### src/rtl/fir_upsampler_pkg.sv
// Shared types and default coefficients for the 2x chroma upsampler.
package fir_pkg;

  typedef enum logic [1:0] {
    S_IDLE,
    S_RUN,
    S_FLUSH
  } state_t;

  localparam int DEF_C0    = 21;
  localparam int DEF_C1    = 52;
  localparam int DEF_C2    = 159;
  localparam int DEF_ROUND = 128;
  localparam int DEF_SHIFT = 8;

  // Signed accumulator width; leaves headroom for the full positive tap sum.
  function automatic int acc_width(input int data_w);
    return data_w + 12;
  endfunction

endpackage

### src/rtl/fir_tap_mac.sv
// One channel: 6-entry sample window, symmetric 6-tap MAC, clamp and output register.
module fir_tap_mac
  import fir_pkg::*;
#(
  parameter int DATA_W = 8,
  parameter int C0     = DEF_C0,
  parameter int C1     = DEF_C1,
  parameter int C2     = DEF_C2,
  parameter int ROUND  = DEF_ROUND,
  parameter int SHIFT  = DEF_SHIFT
) (
  input  logic              CLOCK_50_I,
  input  logic              resetn,
  input  logic              clear,
  input  logic              push,
  input  logic              sol_push,
  input  logic              flush_push,
  input  logic              load,
  input  logic [DATA_W-1:0] x,
  output logic [DATA_W-1:0] even,
  output logic [DATA_W-1:0] odd
);

  localparam int ACC_W = acc_width(DATA_W);
  localparam logic signed [ACC_W-1:0] K0   = ACC_W'(C0);
  localparam logic signed [ACC_W-1:0] K1   = ACC_W'(C1);
  localparam logic signed [ACC_W-1:0] K2   = ACC_W'(C2);
  localparam logic signed [ACC_W-1:0] KR   = ACC_W'(ROUND);
  localparam logic signed [ACC_W-1:0] KMAX = ACC_W'((1 << DATA_W) - 1);

  logic [DATA_W-1:0] win  [6];
  logic [DATA_W-1:0] nwin [6];

  logic signed [ACC_W-1:0] s05, s14, s23, acc, res;
  logic [DATA_W-1:0] odd_next;

  // SOL seeds the right half with x0 so the left edge is replicated by later shifts.
  always_comb begin
    for (int unsigned i = 0; i < 5; i++) nwin[i] = win[i+1];
    nwin[5] = flush_push ? win[5] : x;
    if (sol_push) begin
      nwin[3] = x;
      nwin[4] = x;
      nwin[5] = x;
    end
  end

  always_comb begin
    s05 = ACC_W'(nwin[0]) + ACC_W'(nwin[5]);
    s14 = ACC_W'(nwin[1]) + ACC_W'(nwin[4]);
    s23 = ACC_W'(nwin[2]) + ACC_W'(nwin[3]);
    acc = K0 * s05 - K1 * s14 + K2 * s23 + KR;
    res = acc >>> SHIFT;
    if (res < 0)         odd_next = '0;
    else if (res > KMAX) odd_next = '1;
    else                 odd_next = res[DATA_W-1:0];
  end

  always_ff @(posedge CLOCK_50_I or negedge resetn) begin
    if (!resetn) begin
      for (int unsigned i = 0; i < 6; i++) win[i] <= '0;
      even <= '0;
      odd  <= '0;
    end else if (clear) begin
      for (int unsigned i = 0; i < 6; i++) win[i] <= '0;
    end else begin
      if (push) begin
        for (int unsigned i = 0; i < 6; i++) win[i] <= nwin[i];
      end
      if (load) begin
        even <= nwin[2];
        odd  <= odd_next;
      end
    end
  end

endmodule

### src/rtl/fir_upsampler.sv
// 2x horizontal chroma upsampler: shared line FSM and handshakes over NUM_CH tap/MAC channels.
module fir_upsampler
  import fir_pkg::*;
#(
  parameter int DATA_W = 8,
  parameter int NUM_CH = 2,
  parameter int C0     = DEF_C0,
  parameter int C1     = DEF_C1,
  parameter int C2     = DEF_C2,
  parameter int ROUND  = DEF_ROUND,
  parameter int SHIFT  = DEF_SHIFT
) (
  input  logic                     CLOCK_50_I,
  input  logic                     resetn,
  input  logic                     clear,
  input  logic                     in_valid,
  output logic                     in_ready,
  input  logic [NUM_CH*DATA_W-1:0] in_data,
  input  logic                     in_sol,
  input  logic                     in_eol,
  output logic                     out_valid,
  input  logic                     out_ready,
  output logic [NUM_CH*DATA_W-1:0] out_even,
  output logic [NUM_CH*DATA_W-1:0] out_odd,
  output logic                     out_sol,
  output logic                     out_eol,
  output logic                     line_err
);

  state_t     state, state_next;
  logic [1:0] push_cnt, push_cnt_next;
  logic [1:0] flush_cnt, flush_cnt_next;
  logic       slot_free, accept;
  logic       push, sol_push, flush_push, set_err;
  logic       emit, emit_sol, emit_eol;

  assign slot_free = !out_valid || out_ready;
  assign in_ready  = (state != S_FLUSH) && slot_free && !clear;
  assign accept    = in_valid && in_ready;

  always_comb begin
    state_next     = state;
    flush_cnt_next = flush_cnt;
    push           = 1'b0;
    sol_push       = 1'b0;
    flush_push     = 1'b0;
    set_err        = 1'b0;
    case (state)
      S_IDLE: begin
        if (accept) begin
          if (in_sol) begin
            push       = 1'b1;
            sol_push   = 1'b1;
            state_next = in_eol ? S_FLUSH : S_RUN;
          end else begin
            set_err = 1'b1;
          end
        end
      end
      S_RUN: begin
        if (accept) begin
          push = 1'b1;
          if (in_sol) begin
            sol_push = 1'b1;
            set_err  = 1'b1;
          end
          if (in_eol) state_next = S_FLUSH;
        end
      end
      S_FLUSH: begin
        if (slot_free && !clear) begin
          push       = 1'b1;
          flush_push = 1'b1;
          if (flush_cnt == 2'd2) begin
            flush_cnt_next = '0;
            state_next     = S_IDLE;
          end else begin
            flush_cnt_next = flush_cnt + 2'd1;
          end
        end
      end
      default: state_next = S_IDLE;
    endcase
  end

  always_comb begin
    push_cnt_next = sol_push ? 2'd0 : ((push_cnt == 2'd3) ? 2'd3 : push_cnt + 2'd1);
    emit          = push && (push_cnt_next == 2'd3);
    emit_sol      = push && !sol_push && (push_cnt == 2'd2);
    emit_eol      = flush_push && (flush_cnt == 2'd2);
  end

  always_ff @(posedge CLOCK_50_I or negedge resetn) begin
    if (!resetn) begin
      state     <= S_IDLE;
      push_cnt  <= '0;
      flush_cnt <= '0;
      out_valid <= 1'b0;
      out_sol   <= 1'b0;
      out_eol   <= 1'b0;
      line_err  <= 1'b0;
    end else if (clear) begin
      state     <= S_IDLE;
      push_cnt  <= '0;
      flush_cnt <= '0;
      out_valid <= 1'b0;
    end else begin
      state     <= state_next;
      flush_cnt <= flush_cnt_next;
      if (push) push_cnt <= push_cnt_next;
      if (emit) begin
        out_valid <= 1'b1;
        out_sol   <= emit_sol;
        out_eol   <= emit_eol;
      end else if (out_ready) begin
        out_valid <= 1'b0;
      end
      if (set_err) line_err <= 1'b1;
    end
  end

  for (genvar g = 0; g < NUM_CH; g++) begin : g_ch
    fir_tap_mac #(
      .DATA_W (DATA_W),
      .C0     (C0),
      .C1     (C1),
      .C2     (C2),
      .ROUND  (ROUND),
      .SHIFT  (SHIFT)
    ) u_mac (
      .CLOCK_50_I (CLOCK_50_I),
      .resetn     (resetn),
      .clear      (clear),
      .push       (push),
      .sol_push   (sol_push),
      .flush_push (flush_push),
      .load       (emit),
      .x          (in_data[g*DATA_W +: DATA_W]),
      .even       (out_even[g*DATA_W +: DATA_W]),
      .odd        (out_odd[g*DATA_W +: DATA_W])
    );
  end

endmodule

### config.mk
export PLATFORM = sky130hd
export DESIGN_NAME = fir_upsampler
export DESIGN_NICKNAME = d
export VERILOG_FILES = /design/src/rtl/fir_upsampler_pkg.sv /design/src/rtl/fir_tap_mac.sv /design/src/rtl/fir_upsampler.sv
export SDC_FILE = /design/constraint.sdc
export NUM_CORES = 1
export LEC_CHECK = 0
export CORE_MARGIN = 1.5
export CORE_UTILIZATION = 35
export CTS_BUF_LIST = sky130_fd_sc_hd__clkbuf_8
export CTS_CLUSTER_SIZE = 30
export DETAILED_ROUTE_END_ITERATION = 8
export GPL_TIMING_DRIVEN = 0
export PLACE_DENSITY = 0.61
export SLEW_MARGIN = 20
export SYNTH_ARGS = -nofsm -noshare
export SYNTH_HDL_FRONTEND = slang
export SYNTH_SLANG_ARGS = --single-unit
### constraint.sdc
create_clock -name CLOCK_50_I -period 30.4 [get_ports CLOCK_50_I]
set_clock_uncertainty 0.05 [all_clocks]
set_input_delay 6.08 -clock CLOCK_50_I [delete_from_list [all_inputs] [get_ports CLOCK_50_I]]
set_output_delay 6.08 -clock CLOCK_50_I [all_outputs]
set_load 0.005 [all_outputs]
==> flow_summary.toml, run 1 <==
[global_routing]
grt_max_degree = 82
antenna_found_initial = 0
grt_pass1_wl_mm = 61.8
grt-ovfl-total = 0
gr-usage-all-layers_pct = 18.0
grt_pass1_vias = 11800

[routing]
wirelength_mm = 38.2
dr.pass1.iters = 5
drcViolationCount = 0
vias_per_cell = 4.88
first_iter_violations = 594
ant_nets = 0
routedWlPerCell_um = 16.7
dr_total_vias = 11200

[power]
p_per_area_nw_per_um2 = 93.5
seq_power_share_pct = 11.2
leakage_nw = 9.23
p_switching_w = 0.000788
power_switching_share_pct = 49.8
pwr-share-clk_pct = 10.5
combPwrFrac_pct = 78.3
p_int_w = 0.000796
vdd_ir_drop_max_mv = 0.0975

[logic_synthesis]
synth.area.top_cells = "ha_1 (24%), dfrtp_1 (20%), fa_1 (18%)"
synth-async-reset-ratio_pct = 100
synth_area_um2 = 15200
synth.avg_cell_area_um2 = 9.40
synth_top_cell_by_area = "ha_1"
syn_inst = 1612
ys_types = 64
netlist.area_leader.share_pct = 23.9
ys.flop_type = "dfrtp_1"
synthTopCellsByCount = "inv_1 (323), ha_1 (290), nand2_1 (203)"
synth_fp_nets = 2063
yosys_register_bits = 122
synth-warning-count = 0
synth.most_common_cell = "inv_1"
ys_seq_area_share_pct = 20.1
synth_edf_count = 0

[clocking]
clock-sinks = 122
post_cts_buffers = 0
hold_buffers = 0
cts.path.max_buffers = 2
cts-root-buf = "clkbuf_8"
clk_latency_ps = 490
cts_buffers = 17
cts_tree = "built"
postCtsResizedCells = 0
clk_pin_slew_ps = 90
htreeDepth = 4

[place]
port_buffers = 59
place_congestion = 0.857
post-dp-hpwl_mm = 31.9
dp_cells = 2258

[final_layout]
multi_input_area_um2 = 10700
fill_cells = 4260
drive_gt1_share_pct = 4.81
fin_cells = 2289
regArea_um2 = 3050
area_growth_pct = 11.8
final_nets = 2143
antenna_cells = 0

[sta]
period_minus_slack_ps = 17190
setup_viol = 0
drv_slew = 0
hold_viol_final = 0
period_share_pct = 56.6
max_slew_margin_pct = 36.5
fmax_mhz = 58.2
rsz0062_at_grt = "false"
final.setup.tns_ps = 0
worst_pin_slew_ps = 952

[die]
fp-row-count = 76
core_area_um2 = 42900
ioPinCount = 60
dieArea_um2 = 44600
die_x_um = 211
start_util_pct = 35.3
die_y_um = 211

[critical_path]
cp_slowest_cell = "fa_1"
cp_max_fo = 10
crit_path_start_kind = "input port"
crit_start = "out_ready"
path_class = "input port to flip-flop"
critPathCaptureType = "flip-flop"
cp_slowest_stage_delay_ps = 540
required_ps = 30670
r2r-start = "out_valid"
worstPathArrival_ps = 17470

[status]
status = "finished clean"

[min_path]
hp-class = "flip-flop to flip-flop"
hold_path_startpoint = "g_ch[1].u_mac.odd[3]"

[job]
drv_cap = 0
stage by stage:
step | power [W] | hold WS [ps] | area (µm²) | setup WS [ps] | utilization, %
final | 0.00158 | 434 | 16900 | 13210 | 39.5
after global routing | 0.00179 | 471 | 16900 | 12440 | 39.5
after CTS | 0.00161 | 444 | 16900 | 13210 | 39.5
after detailed placement | 0.00143 | 422 | 16500 | 12740 | 38.5
after global placement | 0.00141 | 412 | 16500 | 12880 | 38.4
after floorplan | 0.00117 | 401 | 15200 | 14920 | -
metal layers:
| layer | track usage [%] | part of all wire [%] | routed length [µm] | up-vias |
|---|---|---|---|---|
| li1 | - | - | - | 5410 |
| met1 | 23.7 | 46 | 17500 | 5526 |
| met2 | 30.7 | 48 | 18500 | 192 |
| met3 | 2.23 | 3.2 | 1210 | 45 |
| met4 | 5.69 | 2.5 | 951 | 0 |
| met5 | 0 | 0 | 0 | - |
cells by family after synthesis:
logic type	Yosys count	synth area share, %
buffers and inverters	361	9.00
and+or+nand+nor	341	10.9
muxes	30	2.21
xor gates and xnor gates	75	4.33
DFF	122	20.1
adders and majority gates	428	42.2
AOI/OAI and AO/OA	255	11.3
area by class of cell:
cell class | count | share of cell area, %
buffer | 38 | 0.893
clock buffer | 17 | 1.38
clock inverter | 14 | 1.11
inverter | 323 | 7.15
multi-input combinational | 1129 | 63.4
sequential | 122 | 18.0
tap | 585 | 4.32
timing repair buffer | 61 | 3.72
registers in the layout, indices dropped and copies added, names as in the netlist, 2 cells and up:
| signal | count |
|---|---|
| push_cnt | 2 |
| g_ch.u_mac.odd | 16 |
| state | 2 |
| g_ch.u_mac.win | 32 |
| g_ch.u_mac.even | 16 |
| flush_cnt | 2 |
| g_ch.u_mac.nwin | 48 |
worst max-delay path: cells and delay by family:
family	cells	cell delay, ps
and+or+nand+nor	9	2170
AOI/OAI and AO/OA	10	2060
buffers and inverters	9	1490
xor gates and xnor gates	2	450
adders and majority gates	13	5150
power groups by stage:
| stage | sequential [W] | clock (W) | combinational (W) |
|---|---|---|---|
| 2_1_floorplan | 0.000179 | 0 | 0.000990 |
| 3_3_place_gp | 0.000180 | 0 | 0.00123 |
| 3_5_place_dp | 0.000180 | 0 | 0.00125 |
| 4_1_cts | 0.000177 | 0.000169 | 0.00126 |
| 5_1_grt | 0.000178 | 0.000176 | 0.00143 |
| 6_report | 0.000177 | 0.000166 | 0.00124 |
cells in the final DEF (no fill, tap or decap), types with 4 or more instances in the layout:
| cell | instances |
|---|---|
| nand3b_1 | 33 |
| and2_1 | 4 |
| o311ai_1 | 8 |
| or3_1 | 4 |
| mux2_2 | 28 |
| o21bai_1 | 32 |
| clkdlybuf4s50_1 | 58 |
| clkbuf_8 | 17 |
| nand4_1 | 4 |
| and3_1 | 5 |
| fa_1 | 138 |
| nor3b_1 | 28 |
| a21oi_1 | 85 |
| o31a_1 | 4 |
| a21o_1 | 56 |
| a211oi_1 | 4 |
| nor2_1 | 28 |
| nor2b_1 | 6 |
| o21ai_0 | 24 |
| nand3_1 | 8 |
| clkbuf_1 | 34 |
| nand2b_1 | 4 |
| inv_1 | 323 |
| o31ai_1 | 6 |
| xnor2_1 | 52 |
| nand2_1 | 203 |
| dfrtp_1 | 122 |
| ha_1 | 290 |
| xor2_1 | 23 |
| inv_6 | 4 |
| o21ai_1 | 6 |
worst paths after layout:
check                                              end  slack [ps]  depth (start not counted)
worst max-delay path              g_ch[0].u_mac.odd[7]       13210                         43
worst min register to register    g_ch[1].u_mac.odd[3]         430                          2
max in group asynchronous       g_ch[0].u_mac.nwin[40]       24100                          2
min in group asynchronous         g_ch[1].u_mac.odd[6]        5440                          1
worst min-delay path              g_ch[1].u_mac.odd[3]         430                          2
worst max register to register    g_ch[0].u_mac.odd[7]       18870                         42
No activity file was read; power rests on OpenSTA's default activity.
==> run 2, diff against run 1 <==
==> constraint.sdc (replaced) <==
create_clock -name CLOCK_50_I -period 17.1 [get_ports CLOCK_50_I]
set_clock_uncertainty 0.05 [all_clocks]
set_input_delay 3.42 -clock CLOCK_50_I [delete_from_list [all_inputs] [get_ports CLOCK_50_I]]
set_output_delay 3.42 -clock CLOCK_50_I [all_outputs]
set_load 0.005 [all_outputs]
==> results of run 2 <==
Same layout as run 1 (identical final DEF). Status: finished clean.
Main changes from that run: setup slack after placement 12740 ps -> 2100 ps; setup slack after layout 13210 ps -> 2570 ps; register-to-register setup slack 18870 ps -> 5570 ps; total power 0.00158 W -> 0.00282 W; worst IR drop on VDD 0.0975 mV -> 0.173 mV
==> run 3, diff against run 2 <==
--- a/config.mk
+++ b/config.mk
@@ -11,7 +11,7 @@
 export CTS_CLUSTER_SIZE = 30
 export DETAILED_ROUTE_END_ITERATION = 8
 export GPL_TIMING_DRIVEN = 0
-export PLACE_DENSITY = 0.61
+export PLACE_DENSITY = 0.63
 export SLEW_MARGIN = 20
 export SYNTH_ARGS = -nofsm -noshare
 export SYNTH_HDL_FRONTEND = slang
==> constraint.sdc (replaced) <==
create_clock -name CLOCK_50_I -period 12.7 [get_ports CLOCK_50_I]
set_clock_uncertainty 0.05 [all_clocks]
set_input_delay 2.54 -clock CLOCK_50_I [delete_from_list [all_inputs] [get_ports CLOCK_50_I]]
set_output_delay 2.54 -clock CLOCK_50_I [all_outputs]
set_load 0.005 [all_outputs]
==> run 3 against run 2 <==
  * Core utilization rose by 0.25 points
  * Clock-buffer cell count rose by 3
  * Largest cell class unchanged
  * Worst hold slack got worse by 3.7 ps
  * Register-to-register slack got worse by 3000 ps
  * Cell area rose by 0.63%
  * Clock power rose by 28%
  * Critical path type unchanged
  * Cell count rose by 0.17%
  * Wire length fell by 1.6%
  * Largest power group unchanged
  * Power rose by 35%
  * Sequential share of layout area fell by 0.11 points
  * Worst setup slack got worse by 2100 ps
==> flow_summary.toml, run 3 (synthesis results as in run 1) <==
[critical_path]
crit_start = "out_ready"
crit_top_cell = "ha_1"
r2r_setup_slack_ps = 2610
r2r_end = "g_ch[0].u_mac.odd[5]"
worstPathArrival_ps = 12470
required_ps = 12970
path_class = "input port to flip-flop"
r2r-start = "out_valid"
critPathCaptureType = "flip-flop"
crit_path_start_kind = "input port"
ff2ff_path_depth = 42
cp_max_fo = 10
cp_slowest_stage_delay_ps = 550
cp_slowest_cell = "fa_1"

[place]
place_congestion = 0.861
port_buffers = 59
post-dp-hpwl_mm = 31.5

[clocking]
cts_buffers = 17
htreeDepth = 4
clock-sinks = 122
cts-root-buf = "clkbuf_8"
clk_pin_slew_ps = 90
clk_latency_ps = 480
cts.path.max_buffers = 2
cts_tree = "built"

[routing]
dr.pass1.iters = 5
drcViolationCount = 0
ant_nets = 0
wirelength_mm = 37.5
vias_per_cell = 4.90
dr_total_vias = 11200
routedWlPerCell_um = 16.4
first_iter_violations = 654

[sta]
setup_viol = 0
hold_viol_final = 0
drv_slew = 0
final.setup.tns_ps = 0
worst_pin_slew_ps = 994
fmax_mhz = 82.0
max_slew_margin_pct = 33.3
period_share_pct = 96.1
period_minus_slack_ps = 12200
hold_slack_ps = 430

[die]
dieArea_um2 = 44600
core_area_um2 = 42900
fp-row-count = 76
die_x_um = 211
start_util_pct = 35.3
ioPinCount = 60
die_y_um = 211

[global_routing]
grt_max_degree = 72
grt_pass1_vias = 11300
grt_pass1_wl_mm = 60.0
antenna_found_initial = 0
grt-ovfl-total = 0
gr-usage-all-layers_pct = 17.5

[final_layout]
drive_gt1_share_pct = 6.10
post-route-util_pct = 39.8
area_growth_pct = 12.5
largest_register_ff_count = 48
final_nets = 2144
layout_commonest_cell = "inv_1"
most-common-layout-cells = "inv_1 (323), ha_1 (289), nand2_1 (203)"
fill_cells = 4192

[status]
status = "finished clean"

[job]
drv_cap = 0

[power]
leakage_nw = 9.28
vdd_ir_drop_max_mv = 0.266
p_per_area_nw_per_um2 = 223

[min_path]
hold_path_startpoint = "g_ch[1].u_mac.odd[2]"
hp-class = "flip-flop to flip-flop"
min_path_cells = 2
whs_endpoint = "g_ch[1].u_mac.odd[2]"
## run 3: cell count changes in the layout (fill, tap and decap cells not counted), moves of 3 or more
| cell | before | now |
|---|---|---|
| xnor2_1 | 52 | 49 |
| xnor2_2 | 0 | 3 |
| clkbuf_1 | 34 | 31 |
| a21oi_1 | 85 | 80 |
| a21oi_2 | 2 | 7 |
| clkbuf_8 | 17 | 20 |
## run 3: worst max-delay path: cells and delay by family
| family | cells | cell delay (ps) |
|---|---|---|
| and+or+nand+nor | 8 | 1370 |
| adders and majority gates | 12 | 4540 |
| buffers and inverters | 7 | 1130 |
| AOI/OAI and AO/OA | 14 | 2540 |
| xor gates and xnor gates | 2 | 320 |
## run 3: worst max path at each step
stage | slack [ps] | end
2_1_floorplan | 760 | g_ch[0].u_mac.odd[0]
3_3_place_gp | -1110 | g_ch[0].u_mac.odd[5]
3_5_place_dp | -1250 | g_ch[0].u_mac.odd[6]
4_1_cts | 10 | g_ch[0].u_mac.odd[5]
5_1_grt | -8 | g_ch[1].u_mac.odd[6]
6_report | 500 | g_ch[0].u_mac.odd[5]
## run 3: cell type report
type | count | area, µm² | area share [%]
inverter | 323 | 1210 | 7.11
timing repair buffer | 62 | 638 | 3.74
clock buffer | 20 | 275 | 1.61
sequential | 122 | 3050 | 17.9
clock inverter | 12 | 136 | 0.800
antenna | 2 | 5.00 | 0.0294
buffer | 38 | 160 | 0.939
tap | 585 | 732 | 4.29
multi-input combinational | 1129 | 10800 | 63.6
## run 3: per-layer routing
metal	track usage (%)	up-vias	wire [µm]
li1	-	5413	-
met1	22.9	5575	17200
met2	29.5	192	18100
met3	2.39	51	1240
met4	6.16	0	1070
met5	0	-	0
## run 3: timing repair
action	4_1_cts	5_1_grt
endpoints found under the setup margin	16	16
hold buffers	0	0
gates resized for setup	9	24
endpoints found under the hold margin	0	0
buffers inserted	0	1
pin swaps	0	3
## run 3: report_power, final
group	switching (W)	internal (W)	leakage, nW
logic	0.00169	0.00131	7.39
registers	0.0000147	0.000409	1.68
clock network	0.000188	0.000192	0.203
total	0.00189	0.00191	9.28
## run 3: through the flow
step,total power (W),std cells,setup WS (ps),cell area [µm²]
floorplan,0.00280,1612,761,15200
finish,0.00380,2293,501,17100
global route,0.00428,2291,-8.43,17000
detailed placement,0.00342,2258,-1250,16500
CTS,0.00383,2290,14.1,17000
global placement,0.00337,2256,-1110,16500
